==> src/rtl/riscv_instr_injector.sv <==
// Instruction source for the fetch stage: memory, or a DEPTH-entry injection queue.
// The one-shot mode drains the queue and then returns fetch to memory.
module riscv_instr_injector #(
    parameter int unsigned XLEN      = 32,
    parameter int unsigned DEPTH     = 8,
    parameter logic [31:0] NOP_INSTR = 32'h0000_0013,
    parameter int unsigned CNT_W     = 16
) (
    input  logic                       clk,
    input  logic                       reset,
    input  logic [1:0]                 mode_i,
    input  logic                       flush_i,
    input  logic                       inj_valid_i,
    input  logic [XLEN-1:0]            inj_instr_i,
    output logic                       inj_ready_o,
    input  logic                       fetch_req_i,
    input  logic [XLEN-1:0]            imem_instr_i,
    output logic [XLEN-1:0]            instr_o,
    output logic                       instr_src_o,
    output logic [$clog2(DEPTH):0]     level_o,
    output logic                       underflow_o,
    output logic [CNT_W-1:0]           issued_cnt_o,
    output logic                       oneshot_done_o
);

    localparam int unsigned PTR_W = $clog2(DEPTH);
    localparam int unsigned LVL_W = PTR_W + 1;

    typedef enum logic [1:0] {
        S_MEM,
        S_EXT,
        S_ONESHOT,
        S_DONE
    } state_t;

    state_t            state;
    state_t            state_d;
    logic [XLEN-1:0]   mem [DEPTH];
    logic [PTR_W-1:0]  wr_ptr;
    logic [PTR_W-1:0]  rd_ptr;
    logic [LVL_W-1:0]  level;
    logic [CNT_W-1:0]  issued_cnt;
    logic              underflow;
    logic              src_q;
    logic              done_q;

    logic              empty;
    logic              push;
    logic              pop;
    logic              underflow_ev;
    logic              last_pop;

    assign empty        = (level == '0);
    assign inj_ready_o  = reset && (level < LVL_W'(DEPTH)) && !flush_i;
    assign push         = inj_valid_i && inj_ready_o;
    assign pop          = src_q && fetch_req_i && !empty && !flush_i;
    assign underflow_ev = src_q && fetch_req_i && empty;
    // A push in the same cycle keeps the queue non-empty, so the drain is not finished.
    assign last_pop     = pop && (level == LVL_W'(1)) && !push;

    always_comb begin
        state_d = S_MEM;
        unique case (mode_i)
            2'd1: state_d = S_EXT;
            2'd2: begin
                unique case (state)
                    S_MEM, S_EXT: state_d = S_ONESHOT;
                    S_ONESHOT:    state_d = last_pop ? S_DONE : S_ONESHOT;
                    S_DONE:       state_d = S_DONE;
                    default:      state_d = S_MEM;
                endcase
            end
            default: state_d = S_MEM;
        endcase
    end

    always_ff @(posedge clk or negedge reset) begin
        if (!reset) begin
            state      <= S_MEM;
            src_q      <= 1'b0;
            done_q     <= 1'b0;
            wr_ptr     <= '0;
            rd_ptr     <= '0;
            level      <= '0;
            issued_cnt <= '0;
            underflow  <= 1'b0;
        end else begin
            state  <= state_d;
            src_q  <= (state_d == S_EXT) || (state_d == S_ONESHOT);
            done_q <= (state_d == S_DONE);

            if (underflow_ev) begin
                underflow <= 1'b1;
            end
            if (pop) begin
                issued_cnt <= issued_cnt + CNT_W'(1);
            end

            if (flush_i) begin
                wr_ptr <= '0;
                rd_ptr <= '0;
                level  <= '0;
            end else begin
                if (push) begin
                    wr_ptr <= wr_ptr + PTR_W'(1);
                end
                if (pop) begin
                    rd_ptr <= rd_ptr + PTR_W'(1);
                end
                unique case ({push, pop})
                    2'b10:   level <= level + LVL_W'(1);
                    2'b01:   level <= level - LVL_W'(1);
                    default: level <= level;
                endcase
            end
        end
    end

    always_ff @(posedge clk) begin
        if (push) begin
            mem[wr_ptr] <= inj_instr_i;
        end
    end

    always_comb begin
        instr_o = imem_instr_i;
        if (src_q) begin
            instr_o = empty ? XLEN'(NOP_INSTR) : mem[rd_ptr];
        end
    end

    assign instr_src_o    = src_q;
    assign level_o        = level;
    assign underflow_o    = underflow;
    assign issued_cnt_o   = issued_cnt;
    assign oneshot_done_o = done_q;

endmodule

==> config.mk <==
export PLATFORM = sky130hd
export DESIGN_NAME = riscv_instr_injector
export DESIGN_NICKNAME = d
export VERILOG_FILES = /design/src/rtl/riscv_instr_injector.sv
export SDC_FILE = /design/constraint.sdc
export NUM_CORES = 1
export LEC_CHECK = 0
export BUFFER_PORTS_ARGS = -buffer_cell sky130_fd_sc_hd__buf_2
export CELL_PAD_IN_SITES_DETAIL_PLACEMENT = 1
export CELL_PAD_IN_SITES_GLOBAL_PLACEMENT = 1
export CORE_AREA = 2 2 174 176
export CTS_CLUSTER_SIZE = 12
export DETAILED_ROUTE_END_ITERATION = 6
export DIE_AREA = 0 0 176 178
export PLACE_DENSITY_LB_ADDON = 0.1
export SYNTH_ARGS = -nofsm -noshare
export SYNTH_HDL_FRONTEND = slang
export SYNTH_SLANG_ARGS = --single-unit
export TNS_END_PERCENT = 30
==> constraint.sdc <==
create_clock -name clk -period 5.4 [get_ports clk]
set_input_delay 0.27 -clock clk [delete_from_list [all_inputs] [get_ports clk]]
set_output_delay 0.27 -clock clk [all_outputs]
set_load 0.01 [all_outputs]
==> metrics.txt, run 1 <==
outcome finished clean; HPWL Detailed 14720 um; Clock Tree Buf Depth 3; ANT nets after route 0; maximum clock rate 0.2862 GHz; skew final 0.01741 ns; pin count of the biggest net entering global routing 67; gr ovfl total 0; arrival time worst endpoint 3.22 ns; Post-Syn Nets 674; # DRC 0; H-tree depth 1; clock-pin slew on the worst setup and hold paths 0.06 ns; final core utilization 0.4687; RSZ-0062 raised after global routing false; most common cell after layout, fill and taps aside edfxtp_1; Tightest Hold Check Type primary input to flop; syn_area_per_cell 19.59 um2; Nets approximately 840; Crit Path Class flop to output port; YS warnings 0; nature of the critical path startpoint flop; antenna violations before repair 1; FP Rows 63; Die ar. around 31000 um2; number of synthesized flops with an enable pin approximately 260; maximum VDD drop 0.0002161 V; CP required around 5 ns; Yosys reg bits 287; clock sinks 287; Post-CTS Resized 0; chip width ~180 um; drt first pass iters 6; commonest cells after routing, fill and taps aside 256 x edfxtp_1, 126 x buf_2, 62 x mux4_2; total CTS buffers 31; Final Wtd Congestion 0.7273; worst slew pin tran 1.236 ns; Distinct cells, synth 49; Iteration-0 DRC Markers roughly 290; Final Hold Viols 0; Rel. slew slack 0.1740; Post-Syn Area 11610 um2; Post-Route WL 25250 um; main flop type after synthesis edfxtp_1; PortBufs 126; Synth area leaders edfxtp_1 66%, mux4_2 12%, dfrtp_1 6.7%, mux2i_1 2.5%, o22ai_1 1.6%; Via density 5.156; pwr/cell area 339.0 nW/um2; period utilization 0.6471; area fraction of the dominant cell type after synthesis 0.6619; Seq/Total Area, Yosys 0.7286; final setup vio count 0; Max Cap Violations 0; WL/cell about 22 um; die height 178 um; cells after synthesis 593; CTS tree done; worst skew pair latency 0.56 ns; Root Buffer clkbuf_16; Synth area leader edfxtp_1; pins over their slew limit 0; Via Count 6027; layout cells sized above 1 0.3342; sum of negative setup slack 0 ns; vias in the first global route 6638; Leak Pwr ~0.0047 uW; synth-to-layout area growth 18.64%; first-pass GRT wire length 39010 um; initial cell density of the core 0.3950; io pins approximately 130; CP max FO 45; critical path endpoint category output port; core box area 29400 um2; GRT Resource Usage Total 0.1643; ys async rst share 0.1080; minimum clock period 3.494 ns
per-stage QoR:
step	total power [uW]	worst slack [ns]	instances	cell area, um2	hold slack, ns
after floorplan	2707	0.7330	593	11610	-0.02559
after CTS	4730	1.753	1168	13780	0.0007630
after global routing	4843	1.626	1168	13780	0.01500
after detailed placement	2847	2.280	1089	12650	0.3926
after global placement	2832	2.350	1089	12650	0.3595
final	4672	1.906	1169	13780	0.01662
layout make-up:
cell class / instances / area [um2]
fill: 2817 / 15620
sequential: 287 / 8473
multi-input combinational: 243 / 2869
timing repair buffer: 158 / 930.9
clock buffer: 40 / 809.5
tap: 390 / 488.0
inverter: 35 / 131.4
clock inverter: 15 / 75.07
antenna: 1 / 2.502
worst max-delay path: stages, from the launching register on:
cell,delay (ns)
dfrtp_4,1.02
buf_4,0.53
mux4_2,0.55
mux2i_1,0.24
o22ai_1,0.10
buf_2,0.19
state kept, by name, indices dropped and copies added, names as in the netlist:
signal and cells:
level_o 4, mem 256, wr_ptr 3, instr_src_o 1, oneshot_done_o 1, state 2, underflow_o 1, issued_cnt_o 16
rd_ptr 3
cell usage after synthesis (2+ instances only):
library cell and instances:
nand3_1 9, xnor2_1 16, nand4_1 4, buf_4 5
buf_2 12, nor2_1 12, edfxtp_1 256, mux2i_1 29
buf_6 2, xor2_1 3, mux4_1 2, o22a_1 3
mux2_2 5, a211oi_1 2, dfrtp_1 31, ha_1 10
nand2_1 17, nand2b_1 2, and3_1 3, nor2b_1 2
o22ai_1 30, inv_1 35, nor4_1 2, and2_1 2
mux4_2 62, clkbuf_1 5, buf_12 3, nor3_1 8
cell families after synthesis:
family | count (synthesis) | synth area share
and+or+nand+nor | 72 | 0.03609
AOI/OAI and AO/OA | 42 | 0.02456
adders and majority gates | 10 | 0.01077
buffers and inverters | 63 | 0.02876
xor gates and xnor gates | 19 | 0.01433
DFF | 287 | 0.7286
muxes | 100 | 0.1568
metal layers:
layer | vias up | share of wire | wire length (um) | track usage
met5 | - | 0 | 0 | 0
met4 | 0 | 0.020 | 501 | 0.04477
met3 | 35 | 0.037 | 931 | 0.02259
met2 | 119 | 0.50 | 12690 | 0.2863
met1 | 3166 | 0.44 | 11130 | 0.2177
li1 | 2707 | - | - | -
where the power goes:
part / switching, uW / internal [uW]
clock network: 819 / 1050
registers: 45.1 / 2450
logic: 162 / 150
total: 1030 / 3650
worst paths after layout:
kind | start | to | slack, ns | cells after the start
max in group asynchronous | reset | rd_ptr[0] | 4.51 | 2
worst min register to register | underflow_o | underflow_o | 0.46 | 1
worst max register to register | level_o[3] | mem[7][24] | 2.78 | 3
worst min-delay path | inj_instr_i[17] | mem[0][17] | 0.02 | 1
min in group asynchronous | reset | issued_cnt_o[2] | 0.33 | 2
worst max-delay path | rd_ptr[0] | instr_o[21] | 1.91 | 5
repair_timing:
action,4_1_cts,5_1_grt
endpoints found under the hold margin,197,0
hold buffers,24,0
setup buffers,0,0
(Power assumes the default switching activity.)
==> run 2, diff against run 1 <==
==> constraint.sdc (replaced) <==
create_clock -name clk -period 2.8 [get_ports clk]
set_input_delay 0.14 -clock clk [delete_from_list [all_inputs] [get_ports clk]]
set_output_delay 0.14 -clock clk [all_outputs]
set_load 0.01 [all_outputs]
==> run 2 against run 1 <==
Against the previous run:
- power rose by 96%
- setup slack got worse by 1.8 ns
- via count up 1.9%
- sequential power grew 92%
- first-iteration DRC count up 45%
- hold slack gained 0.078 ns
- clock skew down 0.0060 ns
- critical path depth unchanged
- clock-buffer cell count increased by 5
- final area rose by 3.1%
- critical endpoint is now instr_o[31]
- largest cell class unchanged
==> metrics.txt, run 2 (same netlist as run 1, synthesis figures left out) <==
CP max FO 36 (was 45); die height 178 um (unchanged); Comb power frac 0.074 (was 0.067); minimum clock period 2.646 ns; commonest cells after routing, fill and taps aside 256 x edfxtp_1, 126 x buf_2, 62 x mux4_2 (unchanged); most common cell after layout, fill and taps aside edfxtp_1 (unchanged); nature of the critical path startpoint flop (unchanged); first-pass GRT wire length 40070 um (was 39010 um); CP max-delay cell dfrtp_4 (unchanged); Cell Int Power 7204 uW (was 3645 uW); critical path endpoint category output port (unchanged); io pins 127 (unchanged); footprint of the multi-input gates 2908 um2 (was 2869 um2); gr ovfl total 0 (unchanged); fraction of power consumed by the clock network 0.406 (was 0.400); final core utilization 0.4830 (was 0.4687); FP Rows 63 (unchanged); hold slack 0.09458 ns (was 0.01662 ns); Final Wtd Congestion 0.7518 (was 0.7273); WL/cell 21.72 um (was 21.60 um); CP bufs+invs 2 (unchanged); worst skew pair latency 0.54 ns (was 0.56 ns); initial cell density of the core 0.3950 (unchanged); FF/Latch Area 8473 um2 (unchanged); Max Cap Violations 0 (unchanged); total CTS buffers 30 (was 31); arrival time worst endpoint 2.51 ns (was 3.22 ns); Leak Pwr 0.004940 uW (was 0.004741 uW); maximum clock rate 0.3779 GHz; pre-CTS worst setup slack 0.5505 ns (was 2.280 ns); Post-Route WL 26070 um (was 25250 um); maximum VDD drop 0.0004264 V (was 0.0002161 V); ANT nets after route 0 (unchanged); max reg flops 256 (unchanged); drt first pass iters 4 (was 6); CP required 2.66 ns (was 5.13 ns); core box area 29400 um2 (unchanged); layout cells sized above 1 0.3486 (was 0.3342); final setup vio count 0 (unchanged); Sequential Power Share 0.520 (was 0.533); pin count of the biggest net entering global routing 37 (was 67); # DRC 0 (unchanged); antenna violations before repair 1 (unchanged); Top reg by flops mem (unchanged); vias in the first global route 6740 (was 6638); H-tree depth 1 (unchanged); period utilization 0.9451; clock-pin slew on the worst setup and hold paths 0.06 ns (about the same); synth-to-layout area growth 22.28% (was 18.64%); CTS tree done (unchanged); outcome finished clean (unchanged); HPWL Detailed 16400 um (was 14720 um); NetSw 1962 uW (was 1027 uW); setup ws final 0.1537 ns (was 1.906 ns); pwr/cell area 645.4 nW/um2 (was 339.0 nW/um2); PortBufs 126 (unchanged); chip width 176 um (unchanged); RSZ-0062 raised after global routing false (unchanged); Layout fillers 2766 (was 2817); Die ar. 31330 um2 (unchanged); Crit Path Class flop to output port (unchanged); Nets 868 (was 837); Sw Share 0.2141 (was 0.2197); Final Hold Viols 0 (unchanged); Root Buffer clkbuf_16 (unchanged); Via Count 6139 (was 6027); GRT Resource Usage Total 0.1690 (was 0.1643); skew final 0.01146 ns (was 0.01741 ns); Rel. slew slack 0.5544 (was 0.1740); Via density 5.116 (was 5.156); cell family with most CP delay flip-flops (unchanged); clock sinks 287 (unchanged); Clock Tree Buf Depth 3 (unchanged); Critical Path, Cell by Cell buf_4, mux4_1, mux2i_1, o22ai_1, buf_2 (was buf_4, mux4_2, mux2i_1, o22ai_1, buf_2); pins over their slew limit 0 (unchanged); Iteration-0 DRC Markers 417 (was 288); biggest cell delay along the critical path 0.81 ns (was 1.02 ns); worst slew pin tran 0.6656 ns (was 1.236 ns); Tightest Hold Check Type primary input to flop (unchanged)
## run 2: worst register-to-register path: stages (launching register included)
cell	delay, ns
dfrtp_1	0.48
and4bb_4	0.46
nand2_1	0.26
nor2_4	0.39
buf_12	0.27
## run 2: per-stage QoR
step / std cells / cell area, um2 / total power (uW) / TNS [ns]
CTS: 1199 / 14190 / 9291 / 0
global route: 1199 / 14200 / 9520 / 0
floorplan: 593 / 11650 / 5222 / -18.37
finish: 1200 / 14200 / 9167 / 0
global placement: 1108 / 12900 / 5485 / 0
detailed placement: 1108 / 12900 / 5506 / 0
## run 2: repair_timing
| action | 4_1_cts | 5_1_grt |
|---|---|---|
| pin swaps | 0 | 0 |
| buffers inserted | 1 | 0 |
| resized for setup | 0 | 1 |
| endpoints found under the setup margin | 1 | 20 |
| endpoints found under the hold margin | 292 | 0 |
| hold buffers | 36 | 0 |
## run 2: layer usage
metal	wire (um)	track usage	up-vias	share of wire
li1	-	-	2777	-
met1	11200	0.2195	3205	0.43
met2	13500	0.3038	125	0.52
met3	974	0.02494	32	0.037
met4	389	0.03478	0	0.015
met5	0	0	-	0
## run 2: layout make-up
class,instances,share of cell area
repair buffers,190,0.09039
well taps,390,0.03436
flip-flops and latches,287,0.5966
multi-input cells,243,0.2047
clock inverters,9,0.004757
inverters,35,0.009250
clock buffers,45,0.05973
diodes,1,0.0001762
## run 2: worst paths after layout
kind                             startpoint         endpoint  slack [ns]  cells after the start
worst max-delay path              rd_ptr[1]      instr_o[31]        0.15                      5
worst min-delay path              mode_i[0]         state[0]        0.09                      4
worst max register to register   level_o[3]        mem[5][3]        0.63                      4
worst min register to register  underflow_o      underflow_o        0.46                      1
max in group asynchronous             reset        rd_ptr[1]        2.22                      3
min in group asynchronous             reset  issued_cnt_o[4]        0.23                      3
## run 2: power groups by stage
stage               sequential [uW]  combinational (uW)  clock [uW]
finish                         4770                 681        3720
global route                   4770                 749        4000
CTS                            4770                 695        3830
detailed placement             4860                 643           0
global placement               4860                 626           0
floorplan                      4850                 371           0
